[config.mk]
export PLATFORM = sky130hd
export DESIGN_NAME = pipe_scheduler_flat
export DESIGN_NICKNAME = d
export VERILOG_FILES = /design/src/rtl/pipe_scheduler_pkg.sv /design/src/rtl/pipe_scheduler_if.sv /design/src/rtl/pipe_scheduler_tick_divider.sv /design/src/rtl/pipe_scheduler.sv /design/src/flat_wrapper.sv
export SDC_FILE = /design/constraint.sdc
export NUM_CORES = 1
export LEC_CHECK = 0
export CAP_MARGIN = 15
export CELL_PAD_IN_SITES_DETAIL_PLACEMENT = 1
export CELL_PAD_IN_SITES_GLOBAL_PLACEMENT = 2
export CORE_UTILIZATION = 30
export CTS_CLUSTER_SIZE = 30
export DETAILED_ROUTE_END_ITERATION = 12
export HOLD_SLACK_MARGIN = 0.02
export PLACE_DENSITY_LB_ADDON = 0.1
export SETUP_SLACK_MARGIN = 0.2
export SLEW_MARGIN = 20
export SYNTH_ARGS = -nofsm -noshare
export SYNTH_HDL_FRONTEND = slang
export SYNTH_HIERARCHICAL = 1
export SYNTH_SLANG_ARGS = --single-unit
[constraint.sdc]
create_clock -name clk -period 2.45 [get_ports clk]
set_input_delay 0.49 -clock clk [delete_from_list [all_inputs] [get_ports clk]]
set_output_delay 0.49 -clock clk [all_outputs]
set_load 0.01 [all_outputs]
[src/rtl/pipe_scheduler_pkg.sv]
// Shared game-state encodings, scroll/gap defaults and small helpers for the pipe scheduler.
// Pure declarations; no state.
package pipe_scheduler_pkg;

  localparam logic [1:0] ST_LOST  = 2'd0;
  localparam logic [1:0] ST_RESET = 2'd1;
  localparam logic [1:0] ST_PLAY  = 2'd2;

  localparam int unsigned DEF_SCROLL_DIV = 131072;
  localparam int unsigned DEF_TRACK_LEN  = 345;
  localparam int unsigned DEF_GAP_MIN    = 20;
  localparam int unsigned DEF_GAP_MAX    = 180;
  localparam int unsigned DEF_RESET_GAP  = 100;

  typedef enum logic [1:0] {
    MODE_FROZEN = 2'd0,
    MODE_RESET  = 2'd1,
    MODE_RUN    = 2'd2
  } mode_e;

  // State 3 and paused play both fall through to FROZEN.
  function automatic mode_e decode_mode(input logic [1:0] st, input logic pause);
    mode_e m;
    m = MODE_FROZEN;
    if (st == ST_RESET) begin
      m = MODE_RESET;
    end else if (st == ST_PLAY && !pause) begin
      m = MODE_RUN;
    end
    return m;
  endfunction

  function automatic logic [7:0] clamp_gap(input logic [7:0] r,
                                           input logic [7:0] lo,
                                           input logic [7:0] hi);
    logic [7:0] v;
    v = r;
    if (r < lo) begin
      v = lo;
    end else if (r > hi) begin
      v = hi;
    end
    return v;
  endfunction

endpackage

[src/rtl/pipe_scheduler_if.sv]
// Game-top <-> pipe scheduler bundle: game state/pause/RNG in, scroll and score view out.
// master = game top, slave = scheduler.
interface pipe_scheduler_if #(
  parameter int SCORE_W = 4
);
  logic [1:0]         state;
  logic               pause;
  logic [7:0]         random;
  logic [9:0]         pipe_pos;
  logic [7:0]         pipe_array0;
  logic [7:0]         pipe_array1;
  logic [SCORE_W-1:0] current_score;
  logic [SCORE_W-1:0] high_score;
  logic               pass_pulse;
  logic               scroll_tick;

  modport master (
    output state, pause, random,
    input  pipe_pos, pipe_array0, pipe_array1, current_score, high_score,
           pass_pulse, scroll_tick
  );

  modport slave (
    input  state, pause, random,
    output pipe_pos, pipe_array0, pipe_array1, current_score, high_score,
           pass_pulse, scroll_tick
  );
endinterface

[src/rtl/pipe_scheduler_tick_divider.sv]
// Enable-gated prescaler 0..DIV-1 with synchronous clear; wrap is combinational on the
// terminal-count cycle, tick is the same event registered (high the following cycle).
module tick_divider #(
  parameter int unsigned DIV = 4
) (
  input  logic clk,
  input  logic clr_n,
  input  logic en,
  input  logic sclr,
  output logic tick,
  output logic wrap
);
  localparam int CW = (DIV > 1) ? $clog2(DIV) : 1;

  logic [CW-1:0] cnt_q, cnt_d;
  logic          tick_q, tick_d;

  always_comb begin
    wrap   = en && !sclr && (cnt_q == CW'(DIV - 1));
    cnt_d  = cnt_q;
    tick_d = 1'b0;
    if (sclr) begin
      cnt_d = '0;
    end else if (en) begin
      cnt_d  = wrap ? '0 : cnt_q + CW'(1);
      tick_d = wrap;
    end
  end

  always_ff @(posedge clk or negedge clr_n) begin
    if (!clr_n) begin
      cnt_q  <= '0;
      tick_q <= 1'b0;
    end else begin
      cnt_q  <= cnt_d;
      tick_q <= tick_d;
    end
  end

  assign tick = tick_q;

endmodule

[src/rtl/pipe_scheduler.sv]
// Pipe scroll position, gap heights and score for the game top.
// Steps on the prescaler wrap edge; next-gap lands in pipe_array1 1 clk after the wrap cycle.
module pipe_scheduler
  import pipe_scheduler_pkg::*;
#(
  parameter int unsigned SCROLL_DIV = DEF_SCROLL_DIV,
  parameter int unsigned TRACK_LEN  = DEF_TRACK_LEN,
  parameter int unsigned GAP_MIN    = DEF_GAP_MIN,
  parameter int unsigned GAP_MAX    = DEF_GAP_MAX,
  parameter int unsigned RESET_GAP  = DEF_RESET_GAP,
  parameter int          SCORE_W    = 4
) (
  input logic              clk,
  input logic              clr_n,
  pipe_scheduler_if.slave  bus
);
  localparam logic [SCORE_W-1:0] SCORE_MAX = {SCORE_W{1'b1}};

  mode_e mode;
  logic  run, rst_mode, step, tick;

  logic [9:0]         pos_q, pos_d;
  logic [7:0]         a0_q, a0_d, a1_q, a1_d;
  logic [SCORE_W-1:0] cur_q, cur_d, hs_q, hs_d;
  logic               pass_q, pass_d;

  assign mode     = decode_mode(bus.state, bus.pause);
  assign run      = (mode == MODE_RUN);
  assign rst_mode = (mode == MODE_RESET);

  tick_divider #(.DIV(SCROLL_DIV)) u_div (
    .clk   (clk),
    .clr_n (clr_n),
    .en    (run),
    .sclr  (rst_mode),
    .tick  (tick),
    .wrap  (step)
  );

  always_comb begin
    pos_d  = pos_q;
    a0_d   = a0_q;
    a1_d   = a1_q;
    cur_d  = cur_q;
    pass_d = 1'b0;
    // High score trails current score by one clock and is only cleared by clr_n.
    hs_d   = (cur_q > hs_q) ? cur_q : hs_q;
    if (rst_mode) begin
      pos_d = '0;
      a0_d  = 8'(RESET_GAP);
      a1_d  = 8'(RESET_GAP);
      cur_d = '0;
    end else if (step) begin
      if (pos_q == 10'(TRACK_LEN)) begin
        pos_d  = '0;
        a0_d   = a1_q;
        a1_d   = clamp_gap(bus.random, 8'(GAP_MIN), 8'(GAP_MAX));
        cur_d  = (cur_q == SCORE_MAX) ? cur_q : cur_q + SCORE_W'(1);
        pass_d = 1'b1;
      end else begin
        pos_d = pos_q + 10'd1;
      end
    end
  end

  always_ff @(posedge clk or negedge clr_n) begin
    if (!clr_n) begin
      pos_q  <= '0;
      a0_q   <= 8'(RESET_GAP);
      a1_q   <= 8'(RESET_GAP);
      cur_q  <= '0;
      hs_q   <= '0;
      pass_q <= 1'b0;
    end else begin
      pos_q  <= pos_d;
      a0_q   <= a0_d;
      a1_q   <= a1_d;
      cur_q  <= cur_d;
      hs_q   <= hs_d;
      pass_q <= pass_d;
    end
  end

  assign bus.pipe_pos      = pos_q;
  assign bus.pipe_array0   = a0_q;
  assign bus.pipe_array1   = a1_q;
  assign bus.current_score = cur_q;
  assign bus.high_score    = hs_q;
  assign bus.pass_pulse    = pass_q;
  assign bus.scroll_tick   = tick;

endmodule
[src/flat_wrapper.sv]
// flat-port wrapper written by rule: the top's interface ports become plain ports
module pipe_scheduler_flat import pipe_scheduler_pkg::*;
#(
  parameter int unsigned SCROLL_DIV = DEF_SCROLL_DIV,
  parameter int unsigned TRACK_LEN  = DEF_TRACK_LEN,
  parameter int unsigned GAP_MIN    = DEF_GAP_MIN,
  parameter int unsigned GAP_MAX    = DEF_GAP_MAX,
  parameter int unsigned RESET_GAP  = DEF_RESET_GAP,
  parameter int          SCORE_W    = 4
)
  (clk, clr_n, bus_state, bus_pause, bus_random, bus_pipe_pos, bus_pipe_array0, bus_pipe_array1, bus_current_score, bus_high_score, bus_pass_pulse, bus_scroll_tick);
  pipe_scheduler_if #(.SCORE_W(SCORE_W)) bus_i ();
  input logic clk;
  input logic clr_n;
  input wire logic [$bits(bus_i.state)-1:0] bus_state;
  input wire logic [$bits(bus_i.pause)-1:0] bus_pause;
  input wire logic [$bits(bus_i.random)-1:0] bus_random;
  output wire logic [$bits(bus_i.pipe_pos)-1:0] bus_pipe_pos;
  output wire logic [$bits(bus_i.pipe_array0)-1:0] bus_pipe_array0;
  output wire logic [$bits(bus_i.pipe_array1)-1:0] bus_pipe_array1;
  output wire logic [$bits(bus_i.current_score)-1:0] bus_current_score;
  output wire logic [$bits(bus_i.high_score)-1:0] bus_high_score;
  output wire logic [$bits(bus_i.pass_pulse)-1:0] bus_pass_pulse;
  output wire logic [$bits(bus_i.scroll_tick)-1:0] bus_scroll_tick;
  assign bus_i.state = bus_state;
  assign bus_i.pause = bus_pause;
  assign bus_i.random = bus_random;
  assign bus_pipe_pos = bus_i.pipe_pos;
  assign bus_pipe_array0 = bus_i.pipe_array0;
  assign bus_pipe_array1 = bus_i.pipe_array1;
  assign bus_current_score = bus_i.current_score;
  assign bus_high_score = bus_i.high_score;
  assign bus_pass_pulse = bus_i.pass_pulse;
  assign bus_scroll_tick = bus_i.scroll_tick;
  pipe_scheduler #(.SCROLL_DIV(SCROLL_DIV), .TRACK_LEN(TRACK_LEN), .GAP_MIN(GAP_MIN), .GAP_MAX(GAP_MAX), .RESET_GAP(RESET_GAP), .SCORE_W(SCORE_W)) u_core (.clk(clk), .clr_n(clr_n), .bus(bus_i));
endmodule
==> flow_summary.toml <==
[sta]
hold_viol_final = 0
finalClockSkew_ns = 0.00827
setup_tns_ns = -0.0116
setup_viol = 1
drv_slew = 0
slew_headroom_pct = 57.8
clock.fmax_mhz = 406
rsz0062_at_grt = "yes"
setup_ws_ns = -0.0116
tightestPinTransition_ns = 0.633
min_period_ns = 2.46
timing.final.crit_share_pct = 100

[synth]
yosysWarnings = 6
synth_xor_area_share_pct = 1.54
synth_flop_cell = "dfrtp_1"
syn_nets = 313
synthSimpleGateAreaFrac_pct = 23.9
async_flop_share_pct = 100
avgSynthCellArea_sq_um = 9.76
postSynthCellCount = 291
synth_top_family_by_area = "simple AND/OR/NAND/NOR gates"
synth_cell_types = 57
ys_seq_area_share_pct = 47.0
yosys_register_bits = 53
muxShareOfSynthArea_pct = 1.59
netlist_area_sq_um = 2840
synth_compound_area_share_pct = 17.4
synth-edff-count = 0
synth_adder_area_share_pct = 3.97

[floorplan]
std_cell_rows = 35
die_y_microns = 99.3
start_util_pct = 30.9
io_pins = 49
fp.dieW_microns = 99.3
die_area_sq_um = 9860
coreArea_sq_um = 9200

[routing]
first_pass_iters = 4
drt-total-wl_microns = 8230
vias_per_cell = 5.17
wl_per_cell_microns = 16.8
drc = 0
postRouteAntennaNets = 0
vias = 2540
drt_iter0_drc = 45

[layout]
diodes = 0
nFillCells = 1054
drive_above_1_share_pct = 28.4
final_nets = 401
fin_util_pct = 44.4
ff_latch_area_sq_um = 1330
mostFrequentLayoutCells = "clkdlybuf4s50_1, dfrtp_1, buf_4, nand2_1, nand3_1"
multiInputGateArea_sq_um = 1580
final_cell_area_sq_um = 4080
syn2layout_area_growth_pct = 43.7

[global_routing]
grt_overflow = 0
grt_pass1_wl_microns = 13700
grt_pass1_vias = 2627
track_usage_pct = 17.6
grt_max_degree = 27
antenna_found_initial = 0

[cts]
clock_sinks = 53
clk_pin_slew_ns = 0.10
htree_levels = 2
cts_tree = "built"
clk_latency_ns = 0.31
cts_root_buf = "clkbuf_8"
cts_buffer_depth = 2
cts_buffers = 5
postCtsHoldBufs = 0

[critical_path]
cp_max_fo = 7
cp_data_required_time_ns = 2.64
worstSetupPathType = "flip-flop to flip-flop"
ff2ff_setup_slack_ns = -0.01
end_kind = "flip-flop"
r2r_cells = 11
critPathArrivalTime_ns = 2.65
start_kind = "flip-flop"

[run_status]
violations = "negative setup slack"
status = "complete, but fails checks"

[pwr]
power.density_nw_per_um2 = 387
max-vdd-ir-drop_mv = 0.206
leakage_nw = 1.77

[place]
place_area_sq_um = 3670
portBuffers = 48
place.gp.congestion = 0.747
dpl.hpwl_microns = 5820

[flow_run]
cap_violations = 0

[hold_path]
hold_path_class = "primary input to async pin"
==> flip-flops by register name, indices dropped and copies added (netlist names) <==
name and cells:
u_core/bus.pipe_array0 8, u_core/bus.pipe_pos 10, u_core/u_div/cnt_q 17, u_core/u_div/tick 1, u_core/bus.high_score 4, u_core/bus.current_score 4
u_core/bus.pass_pulse 1, u_core/bus.pipe_array1 8
==> cells in the mapped netlist (all sizes together), types with 4 or more instances <==
cell type,instances,area [sq um]
nor3,4,25.0
dfstp,6,158
a31oi,7,43.8
inv,9,38.8
ha,9,113
nor2,18,70.1
dfrtp,47,1180
and2,4,25.0
and3,11,75.1
a21oi,16,80.1
mux2,4,45.0
nand2,36,135
nand3,21,135
xor2,5,43.8
buf,11,86.3
nand2b,6,37.5
o21ai,25,125
o31ai,4,30.0
==> through the flow <==
stage          hold WS, ns  cells  total power, mW  setup slack [ns]
2_1_floorplan        0.194    291            0.947            0.0819
3_3_place_gp         0.474    473             1.02           -0.0351
3_5_place_dp         0.478    473             1.03            -0.158
4_1_cts              0.220    488             1.60         -0.000753
5_1_grt              0.213    491             1.67            -0.136
6_report             0.191    491             1.58           -0.0116
==> worst paths after layout <==
kind,startpoint,end
setup / recovery,u_core/u_div/cnt_q[0],u_core/bus.current_score[3]
hold / removal,clr_n,u_core/bus.pipe_array0[3]
setup reg to reg,u_core/u_div/cnt_q[0],u_core/bus.current_score[3]
hold reg to reg,u_core/bus.pipe_array0[6],u_core/bus.pipe_array0[6]
max in group asynchronous,clr_n,u_core/bus.pipe_array0[2]
min in group clk,u_core/bus.pipe_array0[6],u_core/bus.pipe_array0[6]
==> worst max-delay path, cell delays in order (launching register included) <==
cell and delay, ns:
dfrtp_1 0.38, ha_2 0.21, nand3_4 0.10, nor4_4 0.16
and3_1 0.20, ha_2 0.18, and3b_1 0.19, and4b_2 0.28
nand3_4 0.15, buf_6 0.16, o311ai_4 0.22, o41ai_2 0.11
==> what timing repair did <==
action,in CTS,in global routing
resized for setup,27,33
pin swaps,5,14
setup endpoints to repair,30,39
setup buffers,7,3
==> kinds of logic after synthesis <==
family,after synthesis
AO/OA/AOI/OAI,77
XOR/XNOR,5
adder cells (fa/ha/maj),9
buffers and inverters,22
flip-flops,53
multiplexers,4
AND/OR/NAND/NOR,121
==> routing by layer <==
layer	part of all wire, %	GRT usage, %	up-vias
met5	0	0	-
met2	50	29.3	34
li1	-	-	1234
met4	1.4	4.07	0
met3	1.8	2.74	10
met1	47	24.0	1262
==> where the power goes <==
part           leakage (nW)  switching (mW)  total, mW  internal [mW]
clock network        0.0542           0.298      0.555          0.256
registers             0.716         0.00519      0.885          0.880
logic                 0.998          0.0809      0.138         0.0570
total                  1.77           0.384       1.58           1.19
==> cell type report <==
cell class              instances  area share [%]
multi-input cells             216            38.8
clock inverters                 1           0.123
inverters                       9           0.951
clock buffers                   7            2.36
well taps                     111            3.40
repair buffers                 94            21.7
flip-flops and latches         53            32.7
Note: power is estimated with default switching activity, not from simulation.
